## config.mk

```make
export PLATFORM = sky130hd
export DESIGN_NAME = return_address_stack
export DESIGN_NICKNAME = d
export VERILOG_FILES = /design/src/rtl/pc_pkg.sv /design/src/rtl/ras_storage.sv /design/src/rtl/return_address_stack.sv
export SDC_FILE = /design/constraint.sdc
export NUM_CORES = 1
export LEC_CHECK = 0
export CORE_UTILIZATION = 63
export CTS_CLUSTER_SIZE = 20
export DETAILED_ROUTE_END_ITERATION = 6
export DONT_BUFFER_PORTS = 1
export PLACE_DENSITY = 0.84
export SETUP_SLACK_MARGIN = 0.05
export SLEW_MARGIN = 20
export SYNTH_ARGS = -nofsm -noshare
export SYNTH_HDL_FRONTEND = slang
export SYNTH_SLANG_ARGS = --single-unit
```

## constraint.sdc

```tcl
create_clock -name clk -period 6.3 [get_ports clk]
set_clock_uncertainty 0.15 [all_clocks]
set_input_delay 1.26 -clock clk [delete_from_list [all_inputs] [get_ports clk]]
set_output_delay 1.26 -clock clk [all_outputs]
set_load 0.02 [all_outputs]
```

## src/rtl/pc_pkg.sv

```systemverilog
// Shared types and defaults for the program-counter unit.
// Holds return-address-stack constants, checkpoint slot and op decode.
package pc_pkg;

    localparam int RAS_DEPTH         = 8;
    localparam int RAS_RETURN_OFFSET = 1;

    // Checkpoint fields are sized for the largest supported stack so one
    // type serves every parametrisation; the top narrows them on use.
    localparam int RAS_MAX_WIDTH = 64;
    localparam int RAS_MAX_PTR   = 16;

    typedef struct packed {
        logic [RAS_MAX_PTR-1:0]   tos;
        logic [RAS_MAX_PTR:0]     count;
        logic [RAS_MAX_WIDTH-1:0] top;
    } ras_ckpt_t;

    typedef enum logic [2:0] {
        RAS_IDLE,
        RAS_RESTORE,
        RAS_SWAP,
        RAS_PUSH,
        RAS_POP
    } ras_op_e;

endpackage

```

## src/rtl/ras_storage.sv

```systemverilog
// Return-address-stack entry array.
// One write port, one asynchronous read port, async active-low clear.
module ras_storage #(
    parameter int WIDTH = 32,
    parameter int DEPTH = 8,
    parameter int AW    = $clog2(DEPTH)
) (
    input  logic             clk,
    input  logic             rst_n,
    input  logic             we,
    input  logic [AW-1:0]    waddr,
    input  logic [WIDTH-1:0] wdata,
    input  logic [AW-1:0]    raddr,
    output logic [WIDTH-1:0] rdata
);

    logic [WIDTH-1:0] mem_q [DEPTH];

    // Entry array: cleared on reset, single write per cycle.
    always_ff @(posedge clk or negedge rst_n) begin
        if (!rst_n) begin
            for (int i = 0; i < DEPTH; i++) begin
                mem_q[i] <= '0;
            end
        end else if (we) begin
            mem_q[waddr] <= wdata;
        end
    end

    assign rdata = mem_q[raddr];

endmodule

```

## src/rtl/return_address_stack.sv

```systemverilog
// Return-address stack with wrap-on-overflow, flags and one
// checkpoint slot for mispredict recovery.
module return_address_stack
    import pc_pkg::*;
#(
    parameter int WIDTH         = 32,
    parameter int DEPTH         = RAS_DEPTH,
    parameter int RETURN_OFFSET = RAS_RETURN_OFFSET,
    parameter int PW            = $clog2(DEPTH),
    parameter int CW            = $clog2(DEPTH + 1)
) (
    input  logic             clk,
    input  logic             reset,
    input  logic             do_push,
    input  logic             do_pop,
    input  logic [WIDTH-1:0] push_addr,
    input  logic             checkpoint,
    input  logic             restore,
    output logic [WIDTH-1:0] stack_top,
    output logic             top_valid,
    output logic [CW-1:0]    count,
    output logic             overflow,
    output logic             underflow
);

    logic [PW-1:0]    tos_q, tos_d;
    logic [CW-1:0]    count_q, count_d;
    logic             overflow_q, overflow_d;
    logic             underflow_q, underflow_d;
    ras_ckpt_t        ckpt_q, ckpt_d;

    ras_op_e          op;
    logic             mem_we;
    logic [PW-1:0]    mem_waddr;
    logic [WIDTH-1:0] mem_wdata;
    logic [WIDTH-1:0] top_entry;
    logic [WIDTH-1:0] push_val;

    logic [PW-1:0]    ck_tos;
    logic [CW-1:0]    ck_count;
    logic [WIDTH-1:0] ck_top;
    logic             ckpt_unused;

    assign push_val = push_addr + WIDTH'(RETURN_OFFSET);

    assign ck_tos      = ckpt_q.tos[PW-1:0];
    assign ck_count    = ckpt_q.count[CW-1:0];
    assign ck_top      = ckpt_q.top[WIDTH-1:0];
    assign ckpt_unused = ^ckpt_q;

    ras_storage #(
        .WIDTH (WIDTH),
        .DEPTH (DEPTH)
    ) u_storage (
        .clk   (clk),
        .rst_n (reset),
        .we    (mem_we),
        .waddr (mem_waddr),
        .wdata (mem_wdata),
        .raddr (tos_q),
        .rdata (top_entry)
    );

    // Restore wins over everything; a push with a pop is a swap in place.
    always_comb begin
        op = RAS_IDLE;
        if (restore) begin
            op = RAS_RESTORE;
        end else if (do_push && do_pop) begin
            op = RAS_SWAP;
        end else if (do_push) begin
            op = RAS_PUSH;
        end else if (do_pop) begin
            op = RAS_POP;
        end
    end

    // Next pointer, count, flags, storage write and checkpoint capture.
    always_comb begin
        tos_d       = tos_q;
        count_d     = count_q;
        overflow_d  = 1'b0;
        underflow_d = 1'b0;
        ckpt_d      = ckpt_q;
        mem_we      = 1'b0;
        mem_waddr   = tos_q;
        mem_wdata   = push_val;

        if (checkpoint && !restore) begin
            ckpt_d.tos   = RAS_MAX_PTR'(tos_q);
            ckpt_d.count = (RAS_MAX_PTR + 1)'(count_q);
            ckpt_d.top   = RAS_MAX_WIDTH'(top_entry);
        end

        unique case (op)
            RAS_RESTORE: begin
                tos_d     = ck_tos;
                count_d   = ck_count;
                mem_we    = 1'b1;
                mem_waddr = ck_tos;
                mem_wdata = ck_top;
            end
            RAS_SWAP: begin
                mem_we = 1'b1;
                if (count_q == '0) begin
                    count_d = CW'(1);
                end
            end
            RAS_PUSH: begin
                mem_we    = 1'b1;
                mem_waddr = tos_q + PW'(1);
                tos_d     = tos_q + PW'(1);
                if (count_q == CW'(DEPTH)) begin
                    overflow_d = 1'b1;
                end else begin
                    count_d = count_q + CW'(1);
                end
            end
            RAS_POP: begin
                if (count_q == '0) begin
                    underflow_d = 1'b1;
                end else begin
                    tos_d   = tos_q - PW'(1);
                    count_d = count_q - CW'(1);
                end
            end
            default: begin
            end
        endcase
    end

    // Stack state and flag registers.
    always_ff @(posedge clk or negedge reset) begin
        if (!reset) begin
            tos_q       <= '0;
            count_q     <= '0;
            overflow_q  <= 1'b0;
            underflow_q <= 1'b0;
            ckpt_q      <= '0;
        end else begin
            tos_q       <= tos_d;
            count_q     <= count_d;
            overflow_q  <= overflow_d;
            underflow_q <= underflow_d;
            ckpt_q      <= ckpt_d;
        end
    end

    assign top_valid = (count_q != '0);
    assign stack_top = top_valid ? top_entry : '0;
    assign count     = count_q;
    assign overflow  = overflow_q;
    assign underflow = underflow_q;

endmodule

```

======== Yosys cells after proc, flatten, opt, wreduce, memory -nomap -nowiden ========
Index checks and enable logic that the tools add are counted.
word-level totals
  output and inout bits ................... 39
  memories kept ........................... 0
  latch bits .............................. 0
  flip-flop bits (word level) ............. 304
  bits of input ports ..................... 38
  ROM bits ................................ 0
  word-level logic and storage cells ...... 68
  bits in writable memories ............... 0
cells by class
  multiply operators ...................... 0
  eq/ne operators ......................... 8
  multiplexer cells ....................... 24
  $lt $le $gt $ge ......................... 3
  $add $sub $neg .......................... 5
  bitwise operators ....................... 2
  shift operators ......................... 0
  reductions and logical operators ........ 11
  div/mod/pow operators ................... 0
operators by type and width
  kind                   number
  $bwmux 256             1
  $mux 32                5
  $bmux 32 s3            1
  $demux 32 s3           1
  $add 32x1->32 const B  1
  $pmux 4 s4             1
  $mux 3                 5
  $mux 4                 3
  $pmux 3 s3             1
  $ge 4x4->1 const B     2
  $not 3->4              2
  $reduce_bool 4->1      2
  $eq 3x2->1 const B     2
  $ne 2x2->1 const B     3
  $pmux 3 s2             1
  $mux 1                 5
  $add 4x1->4 const B    1
  $eq 4x4->1 const B     1
  $logic_not 4->1        1
  $lt 4x1->1 const B     1
  $reduce_and 4->1       1
  $sub 4x1->4 const B    1
  $add 3x1->3 const B    1
  $eq 3x1->1 const B     1
  other kinds (7)        9

======== Longest topological paths before layout ========
Gate-level depths: netlist of run 1.
  depth after elaboration ................. 12
  depth in mapped cells ................... 12
  depth with buffers taken out ............ 9

======== Cells and area by module ========
From an unflattened synthesis of run 1, not the netlist that was laid out.
unflattened totals
  cell total of the unflattened synthesis .. 1023
  area total of the unflattened synthesis .. 14959.3 um^2
by module, submodules not included
  module                area an instance (um^2)  seq. area each (um^2)  instances  cells each
  ras_storage           11639.9                  6406.1                 1          665
  return_address_stack  3319.4                   1201.2                 1          358

======== Worst setup path after synthesis of run 1 ========
No wires, ideal clock.
  path type ............................... input to register
  start ................................... input restore
  end ..................................... register count_q[3] (netlist: count[3])
  path slack .............................. 2.503 ns
  stages .................................. 11
  setup time .............................. 0.087 ns
  data required time ...................... 6.063 ns
  data arrival time ....................... 3.560 ns
  buffers on the path ..................... 2
  cells stage by stage .................... inv_1 -> clkbuf_1 -> buf_1 -> nand2b_1 -> inv_1 -> ha_1 -> a21o_1 -> a21oi_1 -> mux2i_1 -> a221o_1 -> a22oi_1
on the way
  longest elaborated chain between the ends .. 4
  elaborated cells between the ends (all ways) .. 11
  classes of those cells .................. eq/ne (7); mux (2); reduce/logical (2)
ends and longest elaborated chain
  element                                                    line                         RTL
  start: declaration                                         return_address_stack.sv:18   input logic restore,
  $mux 3 (*)                                                 return_address_stack.sv:67   if (restore) begin
  $eq 3x3->1, or another cell as far along                   return_address_stack.sv:95   unique case (op)
  $reduce_bool 4->1 (no line) or $ne 2x2->1 (tied branches)  -
  $reduce_and 4->1 (no line)                                 -
  end signal: assignment                                     return_address_stack.sv:142  count_q <= count_d;
  end: declaration                                           return_address_stack.sv:27   logic [CW-1:0] count_q, count_d;
Every way passes the cells marked *; elsewhere a longest branch is shown, timed or not.
A chain may end at the register's enable or synchronous reset.

======== Final worst setup path of run 1 ========
  start ................................... register tos_q[0]
  end ..................................... output stack_top[17]
on the way
  longest elaborated chain between the ends .. 5
ends and longest elaborated chain
  element                                      line                         RTL
  start: declaration                           return_address_stack.sv:26   logic [PW-1:0] tos_q, tos_d;
  start signal: assignment                     return_address_stack.sv:141  tos_q <= tos_d;
  $not 3->4 (not written as such)              ras_storage.sv:30            assign rdata = mem_q[raddr];
  $bmux 32 s3                                  ras_storage.sv:30
  $mux 32 (not written as such) (2 in series)  ras_storage.sv:30
  $mux 32                                      return_address_stack.sv:150  assign stack_top = top_valid ? top_entry : '0;
  end: declaration                             return_address_stack.sv:19   output logic [WIDTH-1:0] stack_top,
No other way between the ends. The select of a mux whose other input is x is not followed.

==> impl_metrics.env, run 1 <==
export IMPL_wirelength_microns=33300
export IMPL_cts_sinks=304
export IMPL_r2r_start="tos_q[0]$_DFFE_PN0P_"
export IMPL_synthTopCellsByArea="dfrtp_1 (51%), mux2_2 (18%), mux4_2 (9.8%), mux2i_1 (3.1%), o21ai_0 (1.9%)"
export IMPL_irDropWorstVdd_mv=0.304
export IMPL_setup_worst_path_end_class="output pin"
export IMPL_holdBufCountCts=0
export IMPL_slew_headroom=0.234
export IMPL_rows=55
export IMPL_clk_latency_ps=560
export IMPL_die_area_sq_um=24100
export IMPL_drc=0
export IMPL_htree_levels=1
export IMPL_cp_slowest_cell="dfrtp_4"
export IMPL_synth_area_sq_um=14800
export IMPL_setup_worst_path_start="tos_q[0]$_DFFE_PN0P_"
export IMPL_grt_overflow=0
export IMPL_power_leakage_nw=6.85
export IMPL_cp_cell_sequence="buf_4, mux4_2, mux2i_1, nor2_1"
export IMPL_synth_edf_count=0
export IMPL_viasPerCell=6.53
export IMPL_vias=9344
export IMPL_status="finished clean"
export IMPL_reg2reg_to="u_storage.mem_q[152]$_DFFE_PN0P_"
export IMPL_critPathTopFamily="multiplexers"
export IMPL_drive_gt1_frac=0.350
export IMPL_r2r_slack_ps=2080
export IMPL_ys_types=54
export IMPL_post_cts_buffers=0
export IMPL_clockBufferDepth=3
export IMPL_grt_start_max_net_pins=305
export IMPL_dieHeight_microns=155
export IMPL_fp_dieW_microns=155
export IMPL_critPathMaxStageDelay_ps=870
export IMPL_cp_arrival_ps=3420
export IMPL_rsz0062_at_grt="false"
export IMPL_path_clk_slew_ps=60
export IMPL_initial_core_util=0.647
export IMPL_period_minus_slack_ps=4830
export IMPL_cts_resized_gates=0
export IMPL_yosysTopAreaCellShare=0.515
export IMPL_cts_buffers=31
export IMPL_fin_crit_sh=0.766
export IMPL_track_usage=0.293
export IMPL_synth_seq_cells=304
export IMPL_place_gp_congestion=0.789
export IMPL_reg2regPathDepth=6
export IMPL_fillCellCount=1533
export IMPL_worstMarginPinSlew_ps=1140
export IMPL_final_instance_count_excl_fill=1430
export IMPL_grt_pass1_wl_microns=54200
export IMPL_syn_area_per_cell_sq_um=13.1
export IMPL_io_pins=77
export IMPL_cts_root_buffer="clkbuf_16"
export IMPL_final_setup_tns_ps=0
export IMPL_dp_cells=1374
export IMPL_async_flop_share=1.00
export IMPL_yosys_warnings=0
export IMPL_n_antenna_cell=0
export IMPL_grt_pass1_vias=9823
export IMPL_ant_nets=0
export IMPL_crit_fanout=36
export IMPL_synthCells=1126
export IMPL_power_density_nw_per_um2=514
export IMPL_dp_hpwl_microns=19800
export IMPL_crit_type="flop to output pin"
export IMPL_area_growth_pct=8.48
export IMPL_cts_tree="done"
export IMPL_fin_nets=1138
export IMPL_place_ws_ps=2060
export IMPL_ys_flop_type="dfrtp_1"
export IMPL_hp_class="input port to async pin"
export IMPL_routedWlPerCell_microns=23.3
export IMPL_critPathRequiredTime_ps=4890
export IMPL_drt_iter0_drc=859
export IMPL_fmax_ghz=0.207
export IMPL_max_cap_violations=0
export IMPL_antenna_found_initial=0
export IMPL_dr_pass1_iters=4
export IMPL_syn_nets=1170
export IMPL_worstSetupStartpointType="flop"
export IMPL_cp_num_buf_inv=1
export IMPL_synth_area_leader_cell="dfrtp_1"
export IMPL_core_sq_um=22800
export IMPL_port_buffers=0
export IMPL_hold_viol=0
export IMPL_fin_ws_ps=1470
export IMPL_critical_path_endpoint="stack_top[17]"
export IMPL_seq_area_frac_synth=0.515
export IMPL_worst_path_stages=4
export IMPL_final_max_slew_viol_count=0
export IMPL_setup_violations=0
==> layout by cell type, fill, tap and decap left out, drive strengths merged, types with 11 or more instances in the layout <==
cell type / instances
dfrtp: 304
nand3: 20
buf: 12
nand2: 71
o31ai: 13
o21ai: 74
mux2i: 46
xnor2: 11
nor2: 59
inv: 24
mux4: 64
a31oi: 11
clkbuf: 46
mux2: 236
==> metal layers <==
metal / track usage / routed length [microns] / part of all wire / up-vias
met4: 0.0924 / 859 / 0.026 / 0
li1: - / - / - / 4072
met2: 0.468 / 16100 / 0.48 / 291
met5: 0 / 0 / 0 / -
met1: 0.412 / 14200 / 0.43 / 4919
met3: 0.0529 / 2100 / 0.063 / 62
==> Yosys cell counts, types with 8 or more instances <==
library cell / count
nand3_1: 20
inv_1: 23
o21ai_1: 17
nand2b_1: 9
buf_1: 19
nand2_1: 71
xnor2_1: 11
buf_2: 15
xor2_1: 10
mux2_2: 234
o31ai_1: 13
clkbuf_1: 42
a21oi_1: 8
o21ai_0: 57
mux4_2: 64
mux2i_1: 46
dfrtp_1: 304
nor2_1: 59
nand4_1: 8
==> registers in the layout, summed over array words and instances (netlist names) <==
| register | cells |
|---|---|
| ck_count | 4 |
| ck_top | 32 |
| count | 4 |
| overflow | 1 |
| underflow | 1 |
| ck_tos | 3 |
| u_storage.mem_q | 256 |
| tos_q | 3 |
==> power breakdown <==
group          switching, W  internal, W  leakage [nW]
Sequential         0.000569      0.00288          3.77
Combinational       0.00147      0.00149          2.58
Clock              0.000763      0.00106         0.502
==> metrics by stage <==
stage | utilization | total power [W] | hold slack, ps | area [sq um]
final | 0.702 | 0.00823 | 247 | 16000
after global routing | 0.702 | 0.00869 | 226 | 16000
after CTS | 0.701 | 0.00826 | 229 | 16000
after detailed placement | 0.657 | 0.00642 | 316 | 15000
after global placement | 0.657 | 0.00624 | 309 | 15000
after floorplan | - | 0.00573 | 291 | 14800
==> logic make-up (layout without fill, tap and decap cells) <==
logic type | count (synthesis) | after routing | share of synthesized area
AO/OA/AOI/OAI | 134 | 134 | 0.0601
XOR/XNOR | 21 | 21 | 0.0124
adder cells (fa/ha/maj) | 6 | 6 | 0.00559
buffers and inverters | 100 | 91 | 0.0272
flip-flops | 304 | 304 | 0.515
multiplexers | 346 | 346 | 0.309
AND/OR/NAND/NOR | 215 | 215 | 0.0713
==> area by class of cell <==
type	instances	area [sq um]	area share
clock buffers	46	932	0.0581
clock inverters	10	87.6	0.00546
inverters	23	86.3	0.00539
multi-input cells	722	6830	0.426
flip-flops and latches	304	7610	0.475
well taps	313	392	0.0244
repair buffers	12	90.1	0.00562
==> worst min-delay path by stage <==
stage | from | end | slack (ps)
6_report | reset | count[1]$_DFFE_PN0P_ | 250
3_3_place_gp | ck_top[1]$_DFFE_PN0P_ | ck_top[1]$_DFFE_PN0P_ | 310
3_5_place_dp | ck_top[1]$_DFFE_PN0P_ | ck_top[1]$_DFFE_PN0P_ | 320
2_1_floorplan | ck_top[17]$_DFFE_PN0P_ | ck_top[17]$_DFFE_PN0P_ | 290
4_1_cts | reset | count[1]$_DFFE_PN0P_ | 230
5_1_grt | reset | count[1]$_DFFE_PN0P_ | 230
==> worst register-to-register path, delay by kind of cell (launching register included) <==
kind	cells	cell delay, ps
flip-flops	1	870
multiplexers	1	590
buffers and inverters	1	730
AO/OA/AOI/OAI	1	210
XOR/XNOR	1	230
AND/OR/NAND/NOR	2	1330
Power figures use the tool's default switching activity.
==> run 2: changes to the inputs <==
- clock period: 6.3 -> 5 ns (I/O delays scaled with it)
==> run 2 against run 1 <==
Compared with the run above:
- final cell count up 0.49%
- register-to-register slack worse by 490 ps
- setup slack worse by 480 ps
- clock power up 33%
- count of clock-buffer cells in the layout down 5
==> impl_metrics.env, run 2 (same netlist as run 1, synthesis figures left out) <==
export IMPL_dp_hpwl_microns=19800
export IMPL_area_growth_pct=9.91
export IMPL_setup_worst_path_end_class="output pin"
export IMPL_path_clk_slew_ps=70
export IMPL_hold_viol=0
export IMPL_viasPerCell=6.55
export IMPL_drive_gt1_frac=0.356
export IMPL_io_pins=77
export IMPL_final_setup_tns_ps=0
export IMPL_dr_pass1_iters=5
export IMPL_core_sq_um=22800
export IMPL_cp_arrival_ps=2860
export IMPL_worstMarginPinSlew_ps=1110
export IMPL_port_buffers=0
export IMPL_critPathTopFamily="multiplexers"
export IMPL_final_max_slew_viol_count=0
export IMPL_rows=55
export IMPL_hp_class="input port to async pin"
export IMPL_crit_type="flop to output pin"
export IMPL_setup_violations=0
export IMPL_grt_start_max_net_pins=305
export IMPL_fin_nets=1146
export IMPL_layout_commonest_cell="dfrtp_1"
export IMPL_mostFrequentLayoutCells="dfrtp_1 (301), mux2_2 (234), nand2_1 (68)"
export IMPL_cts_tree="done"
export IMPL_routedWlPerCell_microns=23.9
export IMPL_period_minus_slack_ps=4010
export IMPL_vias=9416
export IMPL_clockBufferDepth=3
export IMPL_initial_core_util=0.647
export IMPL_die_area_sq_um=24100
export IMPL_grt_overflow=0
export IMPL_irDropWorstVdd_mv=0.383
export IMPL_ant_nets=0
export IMPL_power_leakage_nw=6.95
export IMPL_post_cts_buffers=0
export IMPL_fmax_ghz=0.250
export IMPL_grt_pass1_vias=9725
export IMPL_track_usage=0.295
export IMPL_htree_levels=1
export IMPL_fin_crit_sh=0.801
export IMPL_crit_fanout=54
export IMPL_place_gp_congestion=0.812
export IMPL_slew_headroom=0.256
export IMPL_critPathMaxStageDelay_ps=730
export IMPL_cts_buffers=31
export IMPL_cts_resized_gates=0
export IMPL_cp_slowest_cell="buf_4"
export IMPL_drc=0
export IMPL_largest_reg_flops=256
export IMPL_fp_dieW_microns=155
export IMPL_clk_latency_ps=560
export IMPL_worstSetupStartpointType="flop"
export IMPL_critPathRequiredTime_ps=3850
export IMPL_drt_iter0_drc=848
export IMPL_cp_num_buf_inv=1
export IMPL_power_density_nw_per_um2=652
export IMPL_grt_pass1_wl_microns=54600
export IMPL_fin_hold_ws_ps=28.9
export IMPL_cts_sinks=304
export IMPL_cp_cell_sequence="buf_4, mux4_2, mux2i_1, nor2_1"
export IMPL_dieHeight_microns=155
export IMPL_wirelength_microns=34300
export IMPL_rsz0062_at_grt="false"
export IMPL_final_core_util=0.711
export IMPL_status="finished clean"
export IMPL_regMostFlops="u_storage.mem_q"
export IMPL_n_antenna_cell=0
export IMPL_antenna_found_initial=0
export IMPL_cts_root_buffer="clkbuf_16"
export IMPL_max_cap_violations=0
export IMPL_fin_total_pwr_w=0.0106
run 2: cell count changes in the layout (fill, tap and decap cells not counted), sizes merged:
cell	previous run	this run
clkbuf	46	41
clkinv	6	7
bufinv	1	4
dlygate4sd3	0	2
buf	12	18
run 2: worst reg2reg max path, stage by stage, from the launching register on:
cell and delay (ps):
dfrtp_2 590, inv_1 130, ha_1 330, and3b_1 180
a211oi_1 80, nor3_1 500, nand2_2 770, mux2_2 550
run 2: power by group:
group	total, W	internal, W	switching, W
logic	0.00385	0.00191	0.00194
clock network	0.00242	0.00147	0.000955
registers	0.00432	0.00363	0.000692
total	0.0106	0.00700	0.00359
run 2: final timing paths:
check	start	end	slack [ps]	cells past startpoint
worst min-delay path	reset	u_storage.mem_q[31]$_DFFE_PN0P_	30	0
worst max register to register	tos_q[1]$_DFFE_PN0P_	u_storage.mem_q[143]$_DFFE_PN0P_	1590	7
worst min register to register	ck_top[26]$_DFFE_PN0P_	ck_top[26]$_DFFE_PN0P_	330	2
max in group asynchronous	reset	tos_q[1]$_DFFE_PN0P_	3650	1
worst max-delay path	tos_q[1]$_DFFE_PN0P_	stack_top[17]	990	4
min in group clk	ck_top[26]$_DFFE_PN0P_	ck_top[26]$_DFFE_PN0P_	330	2
run 2: area by class of cell:
| type | instances | area (sq um) |
|---|---|---|
| Fill cell | 1507 | 6610 |
| Tap cell | 313 | 392 |
| Clock buffer | 41 | 903 |
| Sequential cell | 304 | 7610 |
| Clock inverter | 14 | 179 |
| Inverter | 23 | 86.3 |
| Timing Repair Buffer | 20 | 238 |
| Multi-Input combinational cell | 722 | 6830 |
run 2: through the flow:
step	cell area, sq um	cells	worst slack, ps
floorplan	14800	1126	1450
global placement	15100	1378	1570
detailed placement	15100	1378	1460
CTS	16200	1433	953
global route	16200	1437	885
finish	16200	1437	993
run 2: metal layers:
metal | vias to the layer above | global-route usage | routed length (microns)
li1 | 4086 | - | -
met1 | 4925 | 0.400 | 14000
met2 | 340 | 0.477 | 16700
met3 | 65 | 0.0688 | 2670
met4 | 0 | 0.0919 | 854
met5 | - | 0 | 0
